`src/rtl/memory_port_arbiter.sv`:
```
// rtl/memory_port_arbiter.sv - shares one 128-bit block memory port between the I-cache and D-cache
//
// Ports:
//    CLK, RESET                    clock, asynchronous active-low reset
//    i_read, i_address             instruction-cache block read request
//    i_readdata, i_busywait        instruction block returned, stall to I-cache
//    d_read, d_write, d_address    data-cache block read / write-back request
//    d_writedata                   write-back block
//    d_readdata, d_busywait        data block returned, stall to D-cache
//    m_read, m_write, m_address    registered request to backing memory
//    m_writedata                   registered write block to backing memory
//    m_readdata, m_busywait        backing memory read block and stall

module memory_port_arbiter (
   input  logic          CLK,
   input  logic          RESET,
   input  logic          i_read,
   input  logic [27:0]   i_address,
   output logic [127:0]  i_readdata,
   output logic          i_busywait,
   input  logic          d_read,
   input  logic          d_write,
   input  logic [27:0]   d_address,
   input  logic [127:0]  d_writedata,
   output logic [127:0]  d_readdata,
   output logic          d_busywait,
   output logic          m_read,
   output logic          m_write,
   output logic [27:0]   m_address,
   output logic [127:0]  m_writedata,
   input  logic [127:0]  m_readdata,
   input  logic          m_busywait
);

   typedef enum logic [1:0] {
      S_IDLE    = 2'd0,
      S_ISSUE   = 2'd1,
      S_WAIT    = 2'd2,
      S_RESPOND = 2'd3
   } state_t;

   localparam logic OWN_I = 1'b0;
   localparam logic OWN_D = 1'b1;

   state_t         state_q,       state_d;
   logic           owner_q,       owner_d;
   logic           last_grant_q,  last_grant_d;
   logic           seen_busy_q,   seen_busy_d;
   logic           m_read_q,      m_read_d;
   logic           m_write_q,     m_write_d;
   logic [27:0]    m_address_q,   m_address_d;
   logic [127:0]   m_writedata_q, m_writedata_d;
   logic [127:0]   i_readdata_q,  i_readdata_d;
   logic [127:0]   d_readdata_q,  d_readdata_d;

   logic           i_req;
   logic           d_req;
   logic           win;

   assign i_req = i_read;
   assign d_req = d_read | d_write;

   always_comb begin
      state_d       = state_q;
      owner_d       = owner_q;
      last_grant_d  = last_grant_q;
      seen_busy_d   = seen_busy_q;
      m_read_d      = m_read_q;
      m_write_d     = m_write_q;
      m_address_d   = m_address_q;
      m_writedata_d = m_writedata_q;
      i_readdata_d  = i_readdata_q;
      d_readdata_d  = d_readdata_q;
      win           = OWN_I;

      case (state_q)
         S_IDLE: begin
            if (i_req || d_req) begin
               // On a tie the requester that did not win last time goes first.
               if (i_req && d_req) begin
                  win = ~last_grant_q;
               end else begin
                  win = d_req;
               end
               owner_d      = win;
               last_grant_d = win;
               seen_busy_d  = 1'b0;
               state_d      = S_ISSUE;
               if (win == OWN_D) begin
                  m_address_d   = d_address;
                  m_writedata_d = d_writedata;
                  // A simultaneous read and write is treated as a write.
                  m_write_d     = d_write;
                  m_read_d      = ~d_write;
               end else begin
                  m_address_d = i_address;
                  m_read_d    = 1'b1;
                  m_write_d   = 1'b0;
               end
            end
         end

         S_ISSUE, S_WAIT: begin
            // Memory must be seen busy at least once before a low
            // busywait counts as completion; otherwise keep waiting.
            if (m_busywait) begin
               seen_busy_d = 1'b1;
               state_d     = S_WAIT;
            end else if (seen_busy_q) begin
               m_read_d  = 1'b0;
               m_write_d = 1'b0;
               if (m_read_q) begin
                  if (owner_q == OWN_D) begin
                     d_readdata_d = m_readdata;
                  end else begin
                     i_readdata_d = m_readdata;
                  end
               end
               state_d = S_RESPOND;
            end
         end

         S_RESPOND: begin
            state_d = S_IDLE;
         end

         default: begin
            state_d = S_IDLE;
         end
      endcase
   end

   always_ff @(posedge CLK or negedge RESET) begin
      if (!RESET) begin
         state_q       <= S_IDLE;
         owner_q       <= OWN_I;
         last_grant_q  <= OWN_I;
         seen_busy_q   <= 1'b0;
         m_read_q      <= 1'b0;
         m_write_q     <= 1'b0;
         m_address_q   <= '0;
         m_writedata_q <= '0;
         i_readdata_q  <= '0;
         d_readdata_q  <= '0;
      end else begin
         state_q       <= state_d;
         owner_q       <= owner_d;
         last_grant_q  <= last_grant_d;
         seen_busy_q   <= seen_busy_d;
         m_read_q      <= m_read_d;
         m_write_q     <= m_write_d;
         m_address_q   <= m_address_d;
         m_writedata_q <= m_writedata_d;
         i_readdata_q  <= i_readdata_d;
         d_readdata_q  <= d_readdata_d;
      end
   end

   // Stalls follow the requests combinationally; only the owner's RESPOND
   // cycle releases a requester, so the loser stays stalled throughout.
   assign i_busywait = i_read & ~((state_q == S_RESPOND) && (owner_q == OWN_I));
   assign d_busywait = (d_read | d_write) & ~((state_q == S_RESPOND) && (owner_q == OWN_D));

   assign m_read      = m_read_q;
   assign m_write     = m_write_q;
   assign m_address   = m_address_q;
   assign m_writedata = m_writedata_q;
   assign i_readdata  = i_readdata_q;
   assign d_readdata  = d_readdata_q;

endmodule
```
`config.mk`:
```
export PLATFORM = sky130hd
export DESIGN_NAME = memory_port_arbiter
export DESIGN_NICKNAME = d
export VERILOG_FILES = /design/src/rtl/memory_port_arbiter.sv
export SDC_FILE = /design/constraint.sdc
export NUM_CORES = 1
export LEC_CHECK = 0
export CORE_AREA = 2 2 285 287
export CTS_CLUSTER_SIZE = 14
export DETAILED_ROUTE_END_ITERATION = 16
export DIE_AREA = 0 0 287 289
export HOLD_SLACK_MARGIN = 0.03
export PLACE_DENSITY_LB_ADDON = 0.25
export SLEW_MARGIN = 0
export SYNTH_ARGS = -nofsm -noshare
export SYNTH_HDL_FRONTEND = slang
export SYNTH_SLANG_ARGS = --single-unit
```
`constraint.sdc`:
```
create_clock -name CLK -period 2.4 [get_ports CLK]
set_input_delay 0.48 -clock CLK [delete_from_list [all_inputs] [get_ports CLK]]
set_output_delay 0.48 -clock CLK [all_outputs]
set_load 0.02 [all_outputs]
```
* Yosys cells after proc, flatten, opt, wreduce, memory -nomap -nowiden *
Index checks and enable logic that the tools add are counted.

storage, ports and cells
  register bits = 418
  bits in latches = 0
  bits in writable memories = 0
  memory bits (read-only) = 0
  bits of input ports = 318
  output and inout bits = 416
  word-level logic and storage cells = 58
  memories = 0

operators by class
  $add $sub $neg = 0
  $mul = 0
  div/mod/pow operators = 0
  $lt $le $gt $ge = 0
  equal/unequal tests = 8
  shift-type cells = 0
  mux-type cells = 19
  bitwise gates (word level) = 8
  reductions and logical operators = 14

operators with widths
  cell                number
  $mux 28             1
  $mux 1              11
  $reduce_and 5->1    2
  $ne 2x2->1 const B  4
  $mux 2              3
  $pmux 1 s2          3
  $pmux 2 s3          1
  $reduce_and 3->1    2
  $not 1->1           5
  $eq 2x2->1 const B  2
  $reduce_and 2->1    2
  $reduce_and 4->1    1
  $logic_and 1x1->1   3
  $ne 3x3->1 const B  1
  $and 1x1->1         2
  $eq 2x1->1 const B  1
  $logic_not 2->1     1
  $reduce_bool 2->1   1
  $reduce_or 2->1     1
  $logic_or 1x1->1    1
  $or 1x1->1          1

* Longest topological paths before layout *
  depth in word-level cells = 8
  depth in mapped cells = 7
  depth with buffers taken out = 5

* Worst setup path before layout *
Ideal clock, no wire load.

  kind = register -> register
  start = register state_q[0]
  end = register d_readdata_q[100], in the netlist d_readdata[100]
  setup time = 125 ps
  data arrival time = 1687 ps
  path slack = 588 ps
  cell stages (with the launch flop) = 8
  path buffers = 2
  cells stage by stage = dfrtp_1 inv_1 ha_1 nand4b_1 or2_1 buf_6 buf_6 mux2_4

on the way
  longest elaborated chain between the ends = 3
  elaborated cells between the ends (all ways) = 4
  those cells by class = eq/ne: 2; reduce/logical: 2

ends and longest elaborated chain
  element                                          line  RTL
  from (decl)                                      45    state_t state_q, state_d;
  from (signal assigned)                           146   state_q <= state_d;
  $eq 2x1->1 / $eq 2x2->1 (equally long branches)  76    case (state_q)
  $reduce_or 2->1 *                                76
  $reduce_and 5->1 (no line) *                     -
  to (signal assigned)                             155   d_readdata_q <= d_readdata_d;
  to (decl)                                        54    logic [127:0] d_readdata_q, d_readdata_d;

Every way passes the cells marked *; elsewhere a longest branch is shown, timed or not.
A chain may end at the register's enable or synchronous reset.

* Worst setup path after layout *
  start = register state_q[0]
  end = output port d_busywait

on the way
  longest elaborated chain between the ends = 4

ends and longest elaborated chain
  element            line  RTL
  $eq 2x2->1         162   assign d_busywait = (d_read | d_write) & ~((state_q == S_RESPOND) && (owner_q == OWN_D));
  $logic_and 1x1->1  162
  $not 1->1          162
  $and 1x1->1        162
  to (decl)          26    output logic d_busywait,

No other way between the ends.

==> impl_metrics.ini <==
[sta]
timing.slew.headroom_pct = 65.56
hold_violations = 0
period_share_pct = 91.44
rsz0062_at_grt = false
tightest_slew_ps = 516.6
min_period_ps = 2194
drv_slew = 0
setup_viol = 0
finalClockSkew_ps = 25.69
setup_slack_ps = 205.5
timing.fmax_ghz = 0.4557

[finish]
final_layout_size_suffix_gt1_share_pct = 28.29
finalCoreUtilization_pct = 33.45
fin_cells = 2849
synthToLayoutAreaGrowth_pct = 63.34
layout.nets = 2074

[routing]
drcViolationCount = 0
drt-initial-drc-count = 279
ant_nets = 0
dr_total_vias = 10990
drt_wl_total_um = 55130
vias_per_cell = 3.857
routedWlPerCell_um = 19.35
drt_first_pass_iters = 4

[yosys]
yosys_warnings = 0
synth_seq_cells = 418
yosysSeqAreaShare_pct = 63.93
syn_nets = 1293
syn_area_um2 = 16360
syn_inst = 973
synthDistinctLibCells = 25
syn_area_per_cell_um2 = 16.81

[critical_path]
cp_data_required_time_ps = 1920
endpoint_kind = output port
worstRegToRegCells = 6
critPathKind = reg -> out
critical_path_arrival_ps = 1710
startpoint_type = flop
critPathMaxFanout = 3

[die]
die_h_um = 289
io_pins = 734
num_rows = 104
coreArea_um2 = 79900
dieArea_um2 = 82940
initial_core_util_pct = 20.48
die_w_um = 287

[power_and_ir_drop]
switching_share_pct = 35.14
power_density_nw_per_um2 = 1375
p_int_mw = 23.83
ir_drop_mv = 0.6332
power_frac_clock_pct = 19.1
p_sw_mw = 12.91
p_leak_nw = 11.67
comb_power_share_pct = 47.7
share_seq_of_total_power_pct = 33.2

[hold_path]
min_path_type = in -> async

[global_routing]
grt-ovfl-total = 0
first_global_vias = 12090
grt_start_max_net_pins = 69
grtUsageTotal_pct = 12.73
antenna_found_initial = 4
grt_first_pass_wirelength_um = 80210

[clock_tree]
clk_latency_ps = 570
cts_tree = yes
htree_levels = 2
ctsLongestPathBuffers = 3
cts_buffers = 48
cts_root_buf = clkbuf_16
numClockSinks = 418
clk_pin_slew_ps = 60

[placement]
port_buffers = 733
gp_congestion = 0.7871
place_ws_ps = 2.135
dp_hpwl_um = 42440
post-place-cells = 2763

[flow_run]
maxCapViolations = 0

[run_status]
status = finished, final reports clean
## power by group through the flow
stage	combinational [mW]	clock, mW	sequential [mW]
final	17.5	7.02	12.2
after global routing	18.5	7.60	12.6
after CTS	17.9	7.31	12.2
after detailed placement	17.8	0	12.3
after floorplan	4.76	0	16.0
after global placement	17.7	0	12.2
## cell usage in the layout (no fill, tap or decap)
cell / instances
mux2_4: 100
nor2_1: 3
clkdlybuf4s50_1: 730
or2_4: 2
inv_1: 5
and3_1: 1
clkbuf_8: 11
nor2b_1: 1
diode_2: 4
o2bb2ai_4: 1
clkinv_2: 3
nand4b_1: 1
ha_1: 2
clkbuf_2: 1
nand2_1: 30
mux2_2: 285
clkinv_8: 1
nor2_4: 1
buf_8: 1
clkbuf_16: 50
mux2i_1: 29
clkbuf_1: 16
buf_4: 30
a21boi_0: 2
a21oi_1: 3
dlygate4sd2_1: 1
dfrtp_1: 418
nor4_1: 1
o21ai_0: 31
a22oi_1: 2
o2bb2ai_1: 1
buf_12: 18
dlygate4sd3_1: 1
a211o_1: 1
or4b_1: 1
o31ai_4: 1
## sequential cells by signal, summed over array words and instances, names as in the netlist
name and count:
seen_busy_q 1, m_read 1, m_address 28, m_writedata 128, state_q 2, last_grant_q 1, m_write 1, i_readdata 128
d_readdata 128
## path summary, 6_finish.rpt
| path | from | end | slack, ps |
|---|---|---|---|
| max in group asynchronous | RESET | m_writedata[76] | 1030 |
| min reg2reg | m_address[18] | m_address[18] | 480 |
| min in group CLK | m_address[18] | m_address[18] | 480 |
| max | state_q[0] | d_busywait | 210 |
| max reg2reg | state_q[0] | d_readdata[18] | 220 |
| min | RESET | state_q[0] | 470 |
## cells in the mapped netlist
cell type | n | area share (%)
a21oi_1 | 3 | 0.092
nand4b_1 | 1 | 0.054
nor4_1 | 1 | 0.038
nor2b_1 | 1 | 0.038
o31ai_1 | 1 | 0.046
mux2i_1 | 29 | 1.8
a21boi_0 | 2 | 0.092
nand2_1 | 30 | 0.69
o21ai_0 | 31 | 0.95
and3_1 | 1 | 0.038
buf_2 | 7 | 0.21
dfrtp_1 | 418 | 64
a22oi_1 | 2 | 0.092
ha_1 | 2 | 0.15
inv_1 | 5 | 0.11
buf_6 | 24 | 1.7
or4b_1 | 1 | 0.061
mux2_2 | 285 | 20
or2_1 | 2 | 0.076
clkbuf_1 | 3 | 0.069
mux2_4 | 100 | 9.2
nor2_1 | 4 | 0.092
a211o_1 | 1 | 0.054
o2bb2ai_1 | 2 | 0.11
buf_4 | 17 | 0.78
## through the flow
| stage | power, mW | hold slack [ps] | cell area (um2) | setup TNS, ps |
|---|---|---|---|---|
| final | 36.74 | 466.5 | 26720 | 0 |
| after global routing | 38.68 | 464.0 | 26720 | 0 |
| after CTS | 37.40 | 419.1 | 26720 | 0 |
| after detailed placement | 30.09 | 463.3 | 25220 | 0 |
| after global placement | 29.91 | 454.4 | 25220 | -44.57 |
| after floorplan | 20.74 | 184.4 | 16360 | 0 |
## area by class of cell
type,instances,area (um2)
Timing Repair Buffer,782,7931
Tap cell,1060,1326
Clock buffer,77,1463
Fill cell,7906,53170
Inverter,5,18.77
Clock inverter,4,31.28
Multi-Input combinational cell,499,5483
Antenna cell,4,10.01
Sequential cell,418,10460
## worst max-delay path, stage by stage (launching register included)
cell	delay (ps)
dfrtp_1	380
ha_1	250
a21oi_1	160
dlygate4sd2_1	350
## repair_timing
action                                  4_1_cts  5_1_grt
endpoints found under the setup margin        2        1
hold buffers                                  1        0
gates resized for setup                       2        3
hold endpoints to repair                     36        0
setup buffers                                 0        0
## routing by layer
layer	GRT usage (%)	up-vias	routed length (um)
li1	-	4993	-
met1	14.14	5542	20530
met2	23.22	381	29390
met3	3.701	73	3877
met4	4.232	0	1328
met5	0	-	0
## cells by family after synthesis
kind of cell               after synthesis  share of synthesized area, %
AOI/OAI and AO/OA                       42                         1.430
adders and majority gates                2                        0.1529
buffers and inverters                   56                         2.830
DFF                                    418                         63.93
muxes                                  414                         30.57
and+or+nand+nor                         41                         1.086
(Power assumes the default switching activity.)
